`src/rtl/core_dequant_pkg.sv`:
```
// rtl/core_dequant_pkg.sv - shared widths, product sizing and output range constants for core_dequant.
package core_dequant_pkg;

    localparam int DQ_IDATA_BIT = 8;

    localparam int DQ_ODATA_BIT = 32;

    localparam int DQ_SHIFT_BIT = 5;

    // diff carries one extra bit so idata - zp never wraps
    function automatic int dq_prod_bit(input int ibit, input int obit);
        return ibit + 1 + obit;
    endfunction

    function automatic int dq_shift_max(input int prod_bit);
        return prod_bit - 1;
    endfunction

    localparam int DQ_PROD_BIT = dq_prod_bit(DQ_IDATA_BIT, DQ_ODATA_BIT);

    localparam logic [DQ_ODATA_BIT-1:0] DQ_OMAX = {1'b0, {(DQ_ODATA_BIT-1){1'b1}}};
    localparam logic [DQ_ODATA_BIT-1:0] DQ_OMIN = {1'b1, {(DQ_ODATA_BIT-1){1'b0}}};

endpackage

```
`src/rtl/core_dequant_if.sv`:
```
// rtl/core_dequant_if.sv - input and output valid/ready streams of core_dequant.
interface core_dequant_if
    import core_dequant_pkg::*;
#(
    parameter int IDATA_BIT = DQ_IDATA_BIT,
    parameter int ODATA_BIT = DQ_ODATA_BIT
);
    logic signed [IDATA_BIT-1:0] idata;
    logic                        idata_valid;
    logic                        idata_ready;
    logic signed [ODATA_BIT-1:0] odata;
    logic                        odata_valid;
    logic                        odata_ready;

    modport master (
        output idata, idata_valid, odata_ready,
        input  idata_ready, odata, odata_valid
    );

    modport slave (
        input  idata, idata_valid, odata_ready,
        output idata_ready, odata, odata_valid
    );
endinterface

```
`src/rtl/core_dequant_round_sat.sv`:
```
// rtl/core_dequant_round_sat.sv - combinational round-half-up right shift and saturation of the product.
module core_dequant_round_sat
    import core_dequant_pkg::*;
#(
    parameter int PROD_BIT  = DQ_PROD_BIT,
    parameter int ODATA_BIT = DQ_ODATA_BIT,
    parameter int SHIFT_BIT = DQ_SHIFT_BIT
) (
    input  logic signed [PROD_BIT-1:0]  prod,
    input  logic        [SHIFT_BIT-1:0] shift,
    output logic signed [ODATA_BIT-1:0] odata,
    output logic                        sat
);
    localparam int SMAX = dq_shift_max(PROD_BIT);
    localparam int XW   = PROD_BIT + 1;
    localparam logic signed [XW-1:0] MAX_X = {{(XW-ODATA_BIT+1){1'b0}}, {(ODATA_BIT-1){1'b1}}};
    localparam logic signed [XW-1:0] MIN_X = {{(XW-ODATA_BIT+1){1'b1}}, {(ODATA_BIT-1){1'b0}}};

    logic        [31:0]   sh;
    logic signed [XW-1:0] wide;
    logic signed [XW-1:0] bias;
    logic signed [XW-1:0] r;

    // one guard bit above the product keeps the rounding carry
    always_comb begin
        sh   = (32'(shift) > 32'(SMAX)) ? 32'(SMAX) : 32'(shift);
        wide = {prod[PROD_BIT-1], prod};
        bias = '0;
        if (sh != 32'd0) begin
            bias = XW'(1) << (sh - 32'd1);
        end
        r     = (wide + bias) >>> sh;
        sat   = 1'b0;
        odata = r[ODATA_BIT-1:0];
        if (r > MAX_X) begin
            odata = MAX_X[ODATA_BIT-1:0];
            sat   = 1'b1;
        end else if (r < MIN_X) begin
            odata = MIN_X[ODATA_BIT-1:0];
            sat   = 1'b1;
        end
    end
endmodule

```
`src/rtl/core_dequant.sv`:
```
// rtl/core_dequant.sv - 3-stage dequantizer sat(round(((x - zp) * scale) >>> shift)) with valid/ready.
// Optional saturation counter: CORE_DEQUANT_SAT_CNT_EN.
module core_dequant
    import core_dequant_pkg::*;
#(
    parameter int IDATA_BIT = DQ_IDATA_BIT,
    parameter int ODATA_BIT = DQ_ODATA_BIT,
    parameter int SHIFT_BIT = DQ_SHIFT_BIT
) (
    input  logic                        clk,
    input  logic                        rstn,
    input  logic signed [IDATA_BIT-1:0] cfg_dequant_zp,
    input  logic signed [ODATA_BIT-1:0] cfg_dequant_scale,
    input  logic        [SHIFT_BIT-1:0] cfg_dequant_shift,
    core_dequant_if.slave               dif,
`ifdef CORE_DEQUANT_SAT_CNT_EN
    input  logic                        sat_cnt_clr,
    output logic        [15:0]          sat_cnt,
`endif
    output logic                        busy
);
    localparam int DIFF_BIT = IDATA_BIT + 1;
    localparam int PROD_BIT = dq_prod_bit(IDATA_BIT, ODATA_BIT);

    logic                       v1, v2;
    logic                       rdy1, rdy2, rdy3;
    logic signed [DIFF_BIT-1:0] diff_q;
    logic signed [PROD_BIT-1:0] prod_q;
    logic signed [ODATA_BIT-1:0] rs_data;
    logic                       rs_sat;

    // ready ripples back combinationally so a full pipe still moves every cycle
    assign rdy3            = ~dif.odata_valid | dif.odata_ready;
    assign rdy2            = ~v2 | rdy3;
    assign rdy1            = ~v1 | rdy2;
    assign dif.idata_ready = rdy1;
    assign busy            = v1 | v2 | dif.odata_valid;

    always_ff @(posedge clk or negedge rstn) begin
        if (!rstn) begin
            v1     <= 1'b0;
            diff_q <= '0;
        end else if (rdy1) begin
            v1 <= dif.idata_valid;
            if (dif.idata_valid) begin
                diff_q <= DIFF_BIT'(dif.idata) - DIFF_BIT'(cfg_dequant_zp);
            end
        end
    end

    always_ff @(posedge clk or negedge rstn) begin
        if (!rstn) begin
            v2     <= 1'b0;
            prod_q <= '0;
        end else if (rdy2) begin
            v2 <= v1;
            if (v1) begin
                prod_q <= PROD_BIT'(diff_q) * PROD_BIT'(cfg_dequant_scale);
            end
        end
    end

    core_dequant_round_sat #(
        .PROD_BIT  (PROD_BIT),
        .ODATA_BIT (ODATA_BIT),
        .SHIFT_BIT (SHIFT_BIT)
    ) u_round_sat (
        .prod  (prod_q),
        .shift (cfg_dequant_shift),
        .odata (rs_data),
        .sat   (rs_sat)
    );

    always_ff @(posedge clk or negedge rstn) begin
        if (!rstn) begin
            dif.odata_valid <= 1'b0;
            dif.odata       <= '0;
        end else if (rdy3) begin
            dif.odata_valid <= v2;
            if (v2) begin
                dif.odata <= rs_data;
            end
        end
    end

`ifdef CORE_DEQUANT_SAT_CNT_EN
    always_ff @(posedge clk or negedge rstn) begin
        if (!rstn) begin
            sat_cnt <= 16'd0;
        end else if (sat_cnt_clr) begin
            sat_cnt <= 16'd0;
        end else if (rdy3 && v2 && rs_sat && (sat_cnt != 16'hFFFF)) begin
            sat_cnt <= sat_cnt + 16'd1;
        end
    end
`else
    logic unused_sat;
    assign unused_sat = rs_sat;
`endif

endmodule

```
`src/flat_wrapper.sv`:
```
// flat-port wrapper written by rule: the top's interface ports become plain ports
module core_dequant_flat import core_dequant_pkg::*;
#(
    parameter int IDATA_BIT = DQ_IDATA_BIT,
    parameter int ODATA_BIT = DQ_ODATA_BIT,
    parameter int SHIFT_BIT = DQ_SHIFT_BIT
)
  (clk, rstn, cfg_dequant_zp, cfg_dequant_scale, cfg_dequant_shift, busy, dif_idata, dif_idata_valid, dif_odata_ready, dif_idata_ready, dif_odata, dif_odata_valid);
  core_dequant_if #(.IDATA_BIT(IDATA_BIT), .ODATA_BIT(ODATA_BIT)) dif_i ();
  input  logic clk;
  input  logic rstn;
  input  logic signed [IDATA_BIT-1:0] cfg_dequant_zp;
  input  logic signed [ODATA_BIT-1:0] cfg_dequant_scale;
  input  logic        [SHIFT_BIT-1:0] cfg_dequant_shift;
  output logic busy;
  input wire logic [$bits(dif_i.idata)-1:0] dif_idata;
  input wire logic [$bits(dif_i.idata_valid)-1:0] dif_idata_valid;
  input wire logic [$bits(dif_i.odata_ready)-1:0] dif_odata_ready;
  output wire logic [$bits(dif_i.idata_ready)-1:0] dif_idata_ready;
  output wire logic [$bits(dif_i.odata)-1:0] dif_odata;
  output wire logic [$bits(dif_i.odata_valid)-1:0] dif_odata_valid;
  assign dif_i.idata = dif_idata;
  assign dif_i.idata_valid = dif_idata_valid;
  assign dif_i.odata_ready = dif_odata_ready;
  assign dif_idata_ready = dif_i.idata_ready;
  assign dif_odata = dif_i.odata;
  assign dif_odata_valid = dif_i.odata_valid;
  core_dequant #(.IDATA_BIT(IDATA_BIT), .ODATA_BIT(ODATA_BIT), .SHIFT_BIT(SHIFT_BIT)) u_core (.clk(clk), .rstn(rstn), .cfg_dequant_zp(cfg_dequant_zp), .cfg_dequant_scale(cfg_dequant_scale), .cfg_dequant_shift(cfg_dequant_shift), .dif(dif_i), .busy(busy));
endmodule
```
`config.mk`:
```
export PLATFORM = sky130hd
export DESIGN_NAME = core_dequant_flat
export DESIGN_NICKNAME = d
export VERILOG_FILES = /design/src/rtl/core_dequant_pkg.sv /design/src/rtl/core_dequant_if.sv /design/src/rtl/core_dequant_round_sat.sv /design/src/rtl/core_dequant.sv /design/src/flat_wrapper.sv
export SDC_FILE = /design/constraint.sdc
export NUM_CORES = 1
export LEC_CHECK = 0
export ABC_CLOCK_PERIOD_IN_PS = 8700
export BUFFER_PORTS_ARGS = -buffer_cell sky130_fd_sc_hd__buf_2
export CAP_MARGIN = 20
export CORE_MARGIN = 2
export CORE_UTILIZATION = 45
export CTS_CLUSTER_DIAMETER = 100
export DETAILED_ROUTE_END_ITERATION = 7
export SLEW_MARGIN = 20
export SYNTH_ARGS = -nofsm -noshare
export SYNTH_HDL_FRONTEND = slang
export SYNTH_SLANG_ARGS = --single-unit
```
`constraint.sdc`:
```
create_clock -name clk -period 8.7 [get_ports clk]
set_clock_uncertainty 0.15 [all_clocks]
set_input_delay 0.87 -clock clk [delete_from_list [all_inputs] [get_ports clk]]
set_output_delay 0.87 -clock clk [all_outputs]
set_load 0.03 [all_outputs]
```
==> Yosys cells after proc, flatten, opt, wreduce, memory -nomap -nowiden <==
Cells that the tools add are included.
{ "classes": {"multipliers": 1, "n_bitwise": 8, "addsub": 3, "n_shift": 2, "muxes": 3, "order_cmp": 2, "n_reduce_logical": 4} }
{ "ops": {"columns": ["op", "count"], "rows": [
  ["32-bit two-way mux", 2],
  ["41-bit by 42-bit adder with 42-bit output", 1],
  ["42-bit by 32-bit greater-than comparator with 1-bit output, second input constant", 1],
  ["42-bit by 32-bit < comparator with 1-bit output, second input constant", 1],
  ["42-bit two-way mux", 1],
  ["1-bit by 32-bit << shifter with 42-bit output, first input constant", 1],
  ["42-bit by 5-bit >>> shifter with 42-bit output", 1],
  ["9-bit by 32-bit multiplier with 41-bit output", 1],
  ["8-bit by 8-bit subtractor with 9-bit output", 1],
  ["2-bit AND reduction", 3],
  ["5-bit by 1-bit subtractor with 6-bit output, second input constant", 1],
  ["1-bit OR", 5],
  ["5-bit nonzero test", 1],
  ["1-bit NOT", 3]
]} }
{ "word_totals": {"word_cells": 29, "output_inout_bits": 35, "in_bits": 57, "register_bits": 85} }

==> Logic depth before layout (Yosys ltp) <==
Gate-level depths: netlist (run 1).
{ "depth": {"word_depth": 8, "mapped_depth": 27, "ltp_nobuf": 25} }

==> Modules after synthesis <==
A second synthesis (run 1) with hierarchy kept.
{ "hier_totals": {"hier_cells": 2268, "area_unflattened_um2": 18988.2} }
{ "modules_own_cells": {"columns": ["mod", "instances", "cells_each", "area_per_inst_um2", "seq_area_each_um2"], "rows": [
  ["core_dequant", 1, 1314, 12742.2, 2127.0],
  ["core_dequant_round_sat", 1, 954, 6246.0, 0.0]
]} }

==> Worst setup path after synthesis (run 1) <==
Ideal clock, no wire load.
{ "synth_timing": {"kind": "input to register", "start": "input port cfg_dequant_shift[1]", "end": "register u_core.dif.odata[12]", "n_path_buf": 5, "slack_ps": 1771, "cell_stages": 26, "arrival_time_ps": 6699, "cell_sequence": "clkinv_1 clkbuf_1 clkbuf_1 buf_1 buf_1 ha_1 or2_2 o22ai_1 nand2_1 nor2_1 ha_1 fa_1 a211o_1 and2_1 a21oi_1 o211ai_2 or4_4 a41oi_1 xnor2_1 mux2i_1 mux2_2 a221oi_1 a2111oi_0 a31o_2 buf_6 o22ai_2"} }
{ "synth_via": {"elab_chain_len": 8, "elab_cells_between_ends": 10} }
{ "synth_rtl": {"columns": ["element", "line_no", "source"], "rows": [
  ["from (decl)", "flat_wrapper.sv:14", "input logic [SHIFT_BIT-1:0] cfg_dequant_shift;"],
  ["5-bit by 1-bit subtractor with 6-bit output", "core_dequant_round_sat.sv:30", "bias = XW'(1) << (sh - 32'd1);"],
  ["1-bit by 32-bit << shifter with 42-bit output", "core_dequant_round_sat.sv:30", null],
  ["42-bit two-way mux", "core_dequant_round_sat.sv:29", "if (sh != 32'd0) begin"],
  ["41-bit by 42-bit adder with 42-bit output", "core_dequant_round_sat.sv:32", "r = (wide + bias) >>> sh;"],
  ["42-bit by 5-bit >>> shifter with 42-bit output *", "core_dequant_round_sat.sv:32", null],
  ["42-bit by 32-bit < comparator with 1-bit output", "core_dequant_round_sat.sv:38", "end else if (r < MIN_X) begin"],
  ["32-bit two-way mux", "core_dequant_round_sat.sv:38", null],
  ["32-bit two-way mux *", "core_dequant_round_sat.sv:35", "if (r > MAX_X) begin"],
  ["to (signal assigned)", "core_dequant.sv:81", "dif.odata <= rs_data;"],
  ["to (decl)", "core_dequant_if.sv:22", "output idata_ready, odata, odata_valid"]
]} }
Every way passes the cells marked *; elsewhere a longest branch is shown, timed or not.
A chain may end at the register's enable or synchronous reset.

==> Worst setup path after layout (run 1) <==
{ "layout_timing": {"start": "register u_core.diff_q[0]", "end": "register u_core.prod_q[40]"} }
{ "layout_via": {"elab_chain_len": 1} }
{ "layout_rtl": {"columns": ["element", "line_no", "source"], "rows": [
  ["from (decl)", "core_dequant.sv:27", "logic signed [DIFF_BIT-1:0] diff_q;"],
  ["from (signal assigned)", "core_dequant.sv:46", "diff_q <= DIFF_BIT'(dif.idata) - DIFF_BIT'(cfg_dequant_zp);"],
  ["9-bit by 32-bit multiplier with 41-bit output", "core_dequant.sv:58", "prod_q <= PROD_BIT'(diff_q) * PROD_BIT'(cfg_dequant_scale);"],
  ["to (signal assigned)", "core_dequant.sv:58", null],
  ["to (decl)", "core_dequant.sv:28", "logic signed [PROD_BIT-1:0] prod_q;"]
]} }
No other way between the ends.

==> flow_summary.ini, run 1 <==
[run_status]
status = complete, no violations

[grt]
antenna_found_initial = 0
grt-ovfl-total = 0
grt_usage_pct = 23.39
grt_max_degree = 79
grt_pass1_wl_um = 83470
grt_pass1_vias = 16180

[routing]
drt-initial-drc-count = 949
drc = 0
route.met2.wl_um = 23570
top_layer = met4
wl_met3_um = 2193
vias_per_cell = 5.643
num_vias = 15820
m1WireLength_um = 23100
antenna_left = 0
wl_per_cell_um = 17.71
wl_um = 49640
drt_pre_antenna_iters = 6

[yosys]
synth_fa_ha_area_share_pct = 33.37
yosys-mux-area-fraction_pct = 6.742
yosys-top-cells-area = fa_1, dfrtp_1, ha_1
synth_cell_types = 82
yosys.area_share.simple_pct = 19.76
yosysTopAreaCell = fa_1
synthFlopType = dfrtp_1
syn_inst = 2258
ys_seq_area_share_pct = 11.19
synth-compound-area-share_pct = 17.76
synth_top_family_by_area = adder cells
synth_warnings = 0
ys_seq_elements = 85
synth_edf_count = 0
yosysTopAreaCellShare_pct = 24.54
syn_avg_cell_area_um2 = 8.417
synth-xor-area-share_pct = 3.687
synthesis.area_mm2 = 0.01900
async_flop_share_pct = 100.0

[floorplanning]
fp.dieH_um = 209.5
dieArea_mm2 = 0.04389
start_util_pct = 45.41
num_rows = 75
die_width_um = 209.5
core_area_mm2 = 0.04185
num_io_pins = 92

[critical_path]
crit_path_end_kind = flip-flop
startpoint = u_core.diff_q[0]
crit_fanout = 20
crit_path_max_incr_delay_ps = 920
path_cells = nand2_1 > fa_1 > inv_1 > fa_1 > inv_1 > fa_1 > inv_1 > fa_1 > ha_1 > ha_1 > nand4_1 > or2_2 > o21bai_1 > o311a_1 > o21ai_0 > o21ai_0 > a41oi_1 > a2111oi_0 > o21ai_0 > a21oi_1 > mux2_2
cpLargestDelayFamily = adder cells
path_buf_inv = 3
crit_path_start_kind = flip-flop
cp_common_cell = fa_1
crit_slowest_cell = dfrtp_1
arrival_ps = 7560
worstPathRequired_ps = 8810
rrSetupSlack_ps = 1250
critPathKind = reg -> reg
r2r-start = u_core.diff_q[0]

[place]
globalplace.congestion = 0.9599
dp_hpwl_um = 40500
portBuffers = 91

[cts]
clk_pin_slew_ps = 70
root_buffer = clkbuf_16
cts_resized = 0
cts_sinks = 85
clockBufferDepth = 2
cts_hold_buf = 0
postCtsSetupBuffers = 0
cts_tree = done
cts_buffers = 9
cts.htree.levels = 3
clkLatencyLatePin_ps = 380

[job]
drv_cap = 0

[sta]
setup_viol = 0
finalSetupTns_ps = 0
final-max-slew-violation-count = 0
finalHoldViolations = 0
fin_crit_ps = 7448
slew_headroom_pct = 39.88
period_share_pct = 85.60
rsz0062_at_grt = no
worst_slew_pin_slew_ps = 901.8
fmax_mhz = 134.3

[final_layout]
antenna_cells = 0
drive_above_1_share_pct = 10.82
area_growth_pct = 5.958
nNetsFinal = 2683

[min_path]
hp-class = in -> async
## Yosys cell counts (all sizes together), types with 48 or more instances
library cell	count
dfrtp	85
nand2b	48
a21oi	103
ha	134
fa	233
nor2	164
clkbuf	100
inv	217
nand2	305
and2	124
xnor2	51
o21ai	116
## metrics by stage
stage | util, % | hold WS [ps] | worst slack, ps | cell area, µm² | cells
after floorplan | - | 305.1 | 1771 | 19030 | 2266
after CTS | 48.11 | 260.4 | 1228 | 20140 | 2803
after global placement | 47.28 | 323.1 | 1296 | 19790 | 2787
after global routing | 48.11 | 273.5 | 626.9 | 20140 | 2803
final | 48.11 | 255.2 | 1252 | 20140 | 2803
after detailed placement | 47.28 | 330.5 | 1192 | 19790 | 2787
## layer usage
layer	global-route usage, %	up-vias
met5	0	-
met4	4.916	0
met3	2.753	49
met2	39.22	394
met1	32.73	7743
li1	-	7632
## final timing paths
kind                                        end  cells past startpoint
min                        u_core.dif.odata[31]                      1
min reg2reg                   u_core.prod_q[23]                      2
max reg2reg                   u_core.prod_q[40]                     21
min in group clk              u_core.prod_q[23]                      2
max                           u_core.prod_q[40]                     21
max in group asynchronous     u_core.prod_q[16]                      2
## layout make-up
type	instances	area, µm²
repair buffers	119	668.1
flip-flops and latches	85	2127
fillers	4100	21720
clock inverters	5	107.6
clock buffers	11	242.7
multi-input cells	1824	15490
well taps	539	674.4
inverters	220	825.8
## cell families (layout without fill, tap and decap cells)
family / count (synthesis) / count (layout)
and+or+nand+nor: 793 / 793
AOI/OAI and AO/OA: 486 / 486
adders and majority gates: 367 / 367
buffers and inverters: 357 / 355
muxes: 89 / 89
DFF: 85 / 85
xor gates and xnor gates: 80 / 80
other: 1 / 9
## cell usage in the layout (no fill, tap or decap), types with 38 or more instances in the layout
| cell | n |
|---|---|
| nand2b_1 | 48 |
| nor2_1 | 164 |
| nand2_1 | 304 |
| fa_1 | 233 |
| mux2i_1 | 38 |
| ha_1 | 134 |
| a21oi_1 | 102 |
| xnor2_1 | 51 |
| buf_2 | 90 |
| a21o_1 | 44 |
| and2_1 | 121 |
| dfrtp_1 | 85 |
| inv_1 | 216 |
| o21ai_0 | 109 |
## sequential cells by signal (all words and copies together), names as in the netlist
| signal | flops |
|---|---|
| u_core.dif.odata | 32 |
| u_core.dif.odata_valid | 1 |
| u_core.diff_q | 9 |
| u_core.prod_q | 41 |
| u_core.v1 | 1 |
| u_core.v2 | 1 |
Power of run 1 is left out: the tool's default activity adds up to more than one toggle a clock period on the data nets, which glitch-free logic cannot reach.
==> run 2: changes to the inputs <==
--- a/config.mk
+++ b/config.mk
@@ -12,6 +12,7 @@
 export CORE_UTILIZATION = 45
 export CTS_CLUSTER_DIAMETER = 100
 export DETAILED_ROUTE_END_ITERATION = 7
+export RECOVER_POWER = 100
 export SLEW_MARGIN = 20
 export SYNTH_ARGS = -nofsm -noshare
 export SYNTH_HDL_FRONTEND = slang
==> run 2 against run 1 <==
The flow now finishes with violations (max-capacitance violations, max-slew violations). Critical path depth down 1. Critical endpoint is now u_core.dif.odata[5]. Core utilization is 0.24 points lower. Highest routed layer unchanged. Maximum frequency fell by 3.8%. Via count down 0.19%. Die area unchanged. Count of clock-buffer cells in the layout did not move.
==> flow_summary.ini, run 2 (synthesis gave the netlist of run 1 again) <==
[final_layout]
drive_above_1_share_pct = 8.701
fill_cells = 4134
largest_reg_flops = 41
area_growth_pct = 5.438
largestRegisters = u_core.prod_q (41), u_core.dif.odata (32), u_core.diff_q (9)
antenna_cells = 0
layout_commonest_cell = nand2_1
final_cell_mix = nand2_1, fa_1, inv_1
nNetsFinal = 2683
fin_area_mm2 = 0.02004
top_register = u_core.prod_q

[grt]
antenna_found_initial = 0
grt-ovfl-total = 0
grt_pass1_wl_um = 83470
grt_pass1_vias = 16180
grt_max_degree = 79
grt_usage_pct = 23.39

[routing]
wl_per_cell_um = 17.69
drt-initial-drc-count = 939
wl_um = 49580
vias_per_cell = 5.633
drc = 0
num_vias = 15790
antenna_left = 0
drt_pre_antenna_iters = 5

[cts]
cts.htree.levels = 3
root_buffer = clkbuf_16
cts_resized = 0
cts_sinks = 85
clkLatencyLatePin_ps = 380
clk_pin_slew_ps = 60
postCtsSetupBuffers = 0
cts_tree = done
cts_hold_buf = 0
clockBufferDepth = 2
cts_buffers = 9

[critical_path]
critPathKind = in -> reg
arrival_ps = 7830
crit_path_end_kind = flip-flop
crit_path_start_kind = input pin
crit_fanout = 43
worstPathRequired_ps = 8790

[sta]
fmax_mhz = 129.2
worst_slew_pin_slew_ps = 3114
final-max-slew-violation-count = 167
fin_crit_ps = 7740
rsz0062_at_grt = no
period_share_pct = 88.97
slew_headroom_pct = -107.6
finalHoldViolations = 0
setup_viol = 0
finalSetupTns_ps = 0

[run_status]
violations = max-capacitance violations, max-slew violations
status = finished, violations left

[floorplanning]
dieArea_mm2 = 0.04389
core_area_mm2 = 0.04185
start_util_pct = 45.41
num_rows = 75
die_width_um = 209.5
fp.dieH_um = 209.5
num_io_pins = 92

[place]
globalplace.congestion = 0.9599
dp_hpwl_um = 40500
portBuffers = 91
post_dp_cell_area_mm2 = 0.01979

[job]
drv_cap = 3

[min_path]
hp-class = reg -> reg
[run 2: cell types whose count changed in the layout (fill, tap and decap cells not counted)]
cell and change:
or4_4 -1, o22ai_1 +5, or4_1 +1, o21ai_1 -1, clkbuf_1 +41, a31o_2 -1, buf_4 -5, buf_2 -36
a31o_1 +1, o22ai_2 -5, o21ai_0 +1
[run 2: final cells by class]
class | count | area [µm²] | share of cell area, %
Clock buffer | 11 | 242.7 | 1.211
Clock inverter | 5 | 107.6 | 0.5370
Inverter | 220 | 825.8 | 4.121
Multi-Input combinational cell | 1824 | 15460 | 77.13
Sequential cell | 85 | 2127 | 10.62
Tap cell | 539 | 674.4 | 3.366
Timing Repair Buffer | 119 | 604.3 | 3.016
[run 2: worst max-delay path: stages]
cell       delay, ps
buf_2            600
nor2_1           260
nand2_1          290
nor2_1            90
or3_1            550
nor2_1           180
ha_1             380
a21oi_1          260
o21ai_0          260
a311o_1          430
or4_1            650
a41oi_1          260
xnor2_1          100
mux2i_1          280
mux2_2           230
a221oi_1         120
a2111oi_0        540
a31o_1           900
clkbuf_1         400
o22ai_2          140
[run 2: through the flow]
step | std cells | setup slack [ps] | util (%) | hold WS (ps)
5_1_grt | 2803 | 422.5 | 47.88 | 368.6
4_1_cts | 2803 | 1228 | 48.11 | 260.4
6_report | 2803 | 959.6 | 47.88 | 338.9
3_5_place_dp | 2787 | 1192 | 47.28 | 330.5
2_1_floorplan | 2266 | 1771 | - | 305.1
3_3_place_gp | 2787 | 1296 | 47.28 | 323.1
[run 2: worst paths after layout]
check                                            end  slack, ps                  from  cells after the start
worst max-delay path             u_core.dif.odata[5]        960  cfg_dequant_shift[3]                     20
worst min-delay path               u_core.prod_q[22]        340     u_core.prod_q[22]                      2
worst max register to register     u_core.prod_q[40]       1260      u_core.diff_q[0]                     21
worst min register to register     u_core.prod_q[22]        340     u_core.prod_q[22]                      2
max in group asynchronous          u_core.prod_q[16]       4030                  rstn                      2
min in group asynchronous       u_core.dif.odata[31]        710                  rstn                      1
[run 2: per-layer routing]
metal | vias to the layer above | share of wire [%] | track usage [%]
met2 | 397 | 47 | 39.22
met1 | 7706 | 47 | 32.73
met3 | 55 | 4.2 | 2.753
li1 | 7630 | - | -
met5 | - | 0 | 0
met4 | 0 | 1.7 | 4.916
Power of run 2 is left out for the same reason.
==> run 3: changes to the inputs <==
--- a/config.mk
+++ b/config.mk
@@ -5,7 +5,7 @@
 export SDC_FILE = /design/constraint.sdc
 export NUM_CORES = 1
 export LEC_CHECK = 0
-export ABC_CLOCK_PERIOD_IN_PS = 8700
+export ABC_CLOCK_PERIOD_IN_PS = 7200
 export BUFFER_PORTS_ARGS = -buffer_cell sky130_fd_sc_hd__buf_2
 export CAP_MARGIN = 20
 export CORE_MARGIN = 2
==> constraint.sdc (replaced) <==
create_clock -name clk -period 7.2 [get_ports clk]
set_clock_uncertainty 0.15 [all_clocks]
set_input_delay 0.72 -clock clk [delete_from_list [all_inputs] [get_ports clk]]
set_output_delay 0.72 -clock clk [all_outputs]
set_load 0.03 [all_outputs]
==> run 3 against run 2 <==
The flow still finishes with violations (max-capacitance violations, max-slew violations). Flip-flop and latch count is the same. Die area did not move. Non-clock buffer count rose by 37. Cell count increased by 1.3%. Setup slack worse by 590 ps. Core utilization rose by 0.43 points. Critical path depth grew 4. Sequential share of layout area is 0.088 points lower. Routed wire length is 1.4% higher. Count of clock-buffer cells in the layout up 1. Critical endpoint is now u_core.prod_q[39]. Largest cell class unchanged.
==> flow_summary.ini, run 3 (synthesis gave the netlist of run 1 again) <==
[routing]
num_vias = 15940
wl_per_cell_um = 17.70
drc = 0
vias_per_cell = 5.612
drt_pre_antenna_iters = 5
wl_um = 50280
drt-initial-drc-count = 844
antenna_left = 0

[final_layout]
area_growth_pct = 6.380
largest_reg_flops = 41
fill_cells = 4149
largestRegisters = u_core.prod_q (41), u_core.dif.odata (32), u_core.diff_q (9)
top_register = u_core.prod_q
antenna_cells = 0
drive_above_1_share_pct = 9.648
final_cell_mix = nand2_1, fa_1, inv_1
nNetsFinal = 2720
layout_commonest_cell = nand2_1

[floorplanning]
num_rows = 75
num_io_pins = 92
start_util_pct = 45.41
fp.dieH_um = 209.5
die_width_um = 209.5
dieArea_mm2 = 0.04389
core_area_mm2 = 0.04185

[cts]
root_buffer = clkbuf_16
cts.htree.levels = 3
cts_sinks = 85
clkLatencyLatePin_ps = 390
clk_pin_slew_ps = 80
cts_hold_buf = 0
postCtsSetupBuffers = 0
clockBufferDepth = 2
cts_buffers = 9
cts_tree = done

[critical_path]
arrival_ps = 6930
startpoint = u_core.diff_q[3]
critPathKind = reg -> reg
crit_path_start_kind = flip-flop
r2r-start = u_core.diff_q[3]
rrSetupSlack_ps = 370
worstPathRequired_ps = 7300
crit_fanout = 12
crit_path_end_kind = flip-flop

[sta]
fmax_mhz = 146.4
fin_crit_ps = 6829
period_share_pct = 94.85
worst_slew_pin_slew_ps = 3019
finalHoldViolations = 0
rsz0062_at_grt = no
finalSetupTns_ps = 0
slew_headroom_pct = -101.3
setup_viol = 0
final-max-slew-violation-count = 88

[place]
dp_hpwl_um = 41430
globalplace.congestion = 0.9166
portBuffers = 91

[run_status]
status = finished, violations left
violations = max-capacitance violations, max-slew violations

[grt]
grt_pass1_wl_um = 83970
grt-ovfl-total = 0
grt_usage_pct = 23.61
antenna_found_initial = 0
grt_max_degree = 79
grt_pass1_vias = 16450

[min_path]
holdCritStartpoint = u_core.prod_q[37]
hp-class = reg -> reg

[job]
drv_cap = 2
-- run 3: cell types whose count changed in the layout (fill, tap and decap cells not counted), moves of 2 or more --
cell,before,now
o22ai_1,21,37
o21ai_1,6,8
clkbuf_8,1,3
buf_12,0,2
o21ai_0,110,108
buf_4,24,59
bufinv_16,3,1
o22ai_2,25,9
-- run 3: cell type report --
| class | count | area [µm²] | share of cell area (%) |
|---|---|---|---|
| clock buffer | 12 | 266.5 | 1.318 |
| tap | 539 | 674.4 | 3.336 |
| sequential | 85 | 2128 | 10.53 |
| timing repair buffer | 156 | 909.6 | 4.499 |
| clock inverter | 4 | 52.55 | 0.2599 |
| inverter | 220 | 825.8 | 4.085 |
| multi-input combinational | 1824 | 15360 | 75.97 |
-- run 3: per-layer routing --
metal  up-vias  share of wire, %  wire length, µm  global-route usage, %
met1      7804                46            23240                  31.68
met4         0               3.0             1522                  8.388
met3        81               3.6             1818                  2.813
li1       7699                 -                -                      -
met5         -                 0                0                      0
met2       353                47            23700                  39.59
-- run 3: timing repair --
action                                  in CTS  in global routing
endpoints found under the setup margin       0                  4
gates resized for setup                      0                  3
endpoints found under the hold margin        0                  0
-- run 3: path summary, 6_finish.rpt --
check	to	depth (start not counted)
min	u_core.prod_q[37]	2
max reg2reg	u_core.prod_q[39]	24
max in group asynchronous	u_core.diff_q[3]	2
min in group asynchronous	u_core.dif.odata[18]	1
max	u_core.prod_q[39]	24
min reg2reg	u_core.prod_q[37]	2
-- run 3: worst max-delay path: stages, from the launching register on --
cell and delay, ps:
dfrtp_2 510, buf_4 220, and2_1 170, fa_1 530, inv_1 50, fa_1 450
fa_1 510, inv_1 50, fa_1 430, ha_1 290, ha_1 380, nand4_1 140
or2_2 310, or4_1 460, o21ai_0 270, nor4_1 130, o311ai_0 380, buf_4 180
nand2_1 50, o211a_1 280, a211oi_1 280, nor2_1 90, a21oi_1 170, xnor2_1 130
o21ai_0 80
-- run 3: through the flow --
step           utilization, %  setup slack [ps]  instance area [µm²]  std cells  hold WS [ps]
5_1_grt                 48.30             1.519                20220       2840         376.0
3_5_place_dp            48.00             92.25                20090       2824         326.7
4_1_cts                 48.76             233.0                20410       2840         107.1
6_report                48.30             370.9                20220       2840         330.7
3_3_place_gp            48.00             170.1                20090       2824         322.5
2_1_floorplan               -             420.8                19030       2266         274.4
Power of run 3 is left out for the same reason.
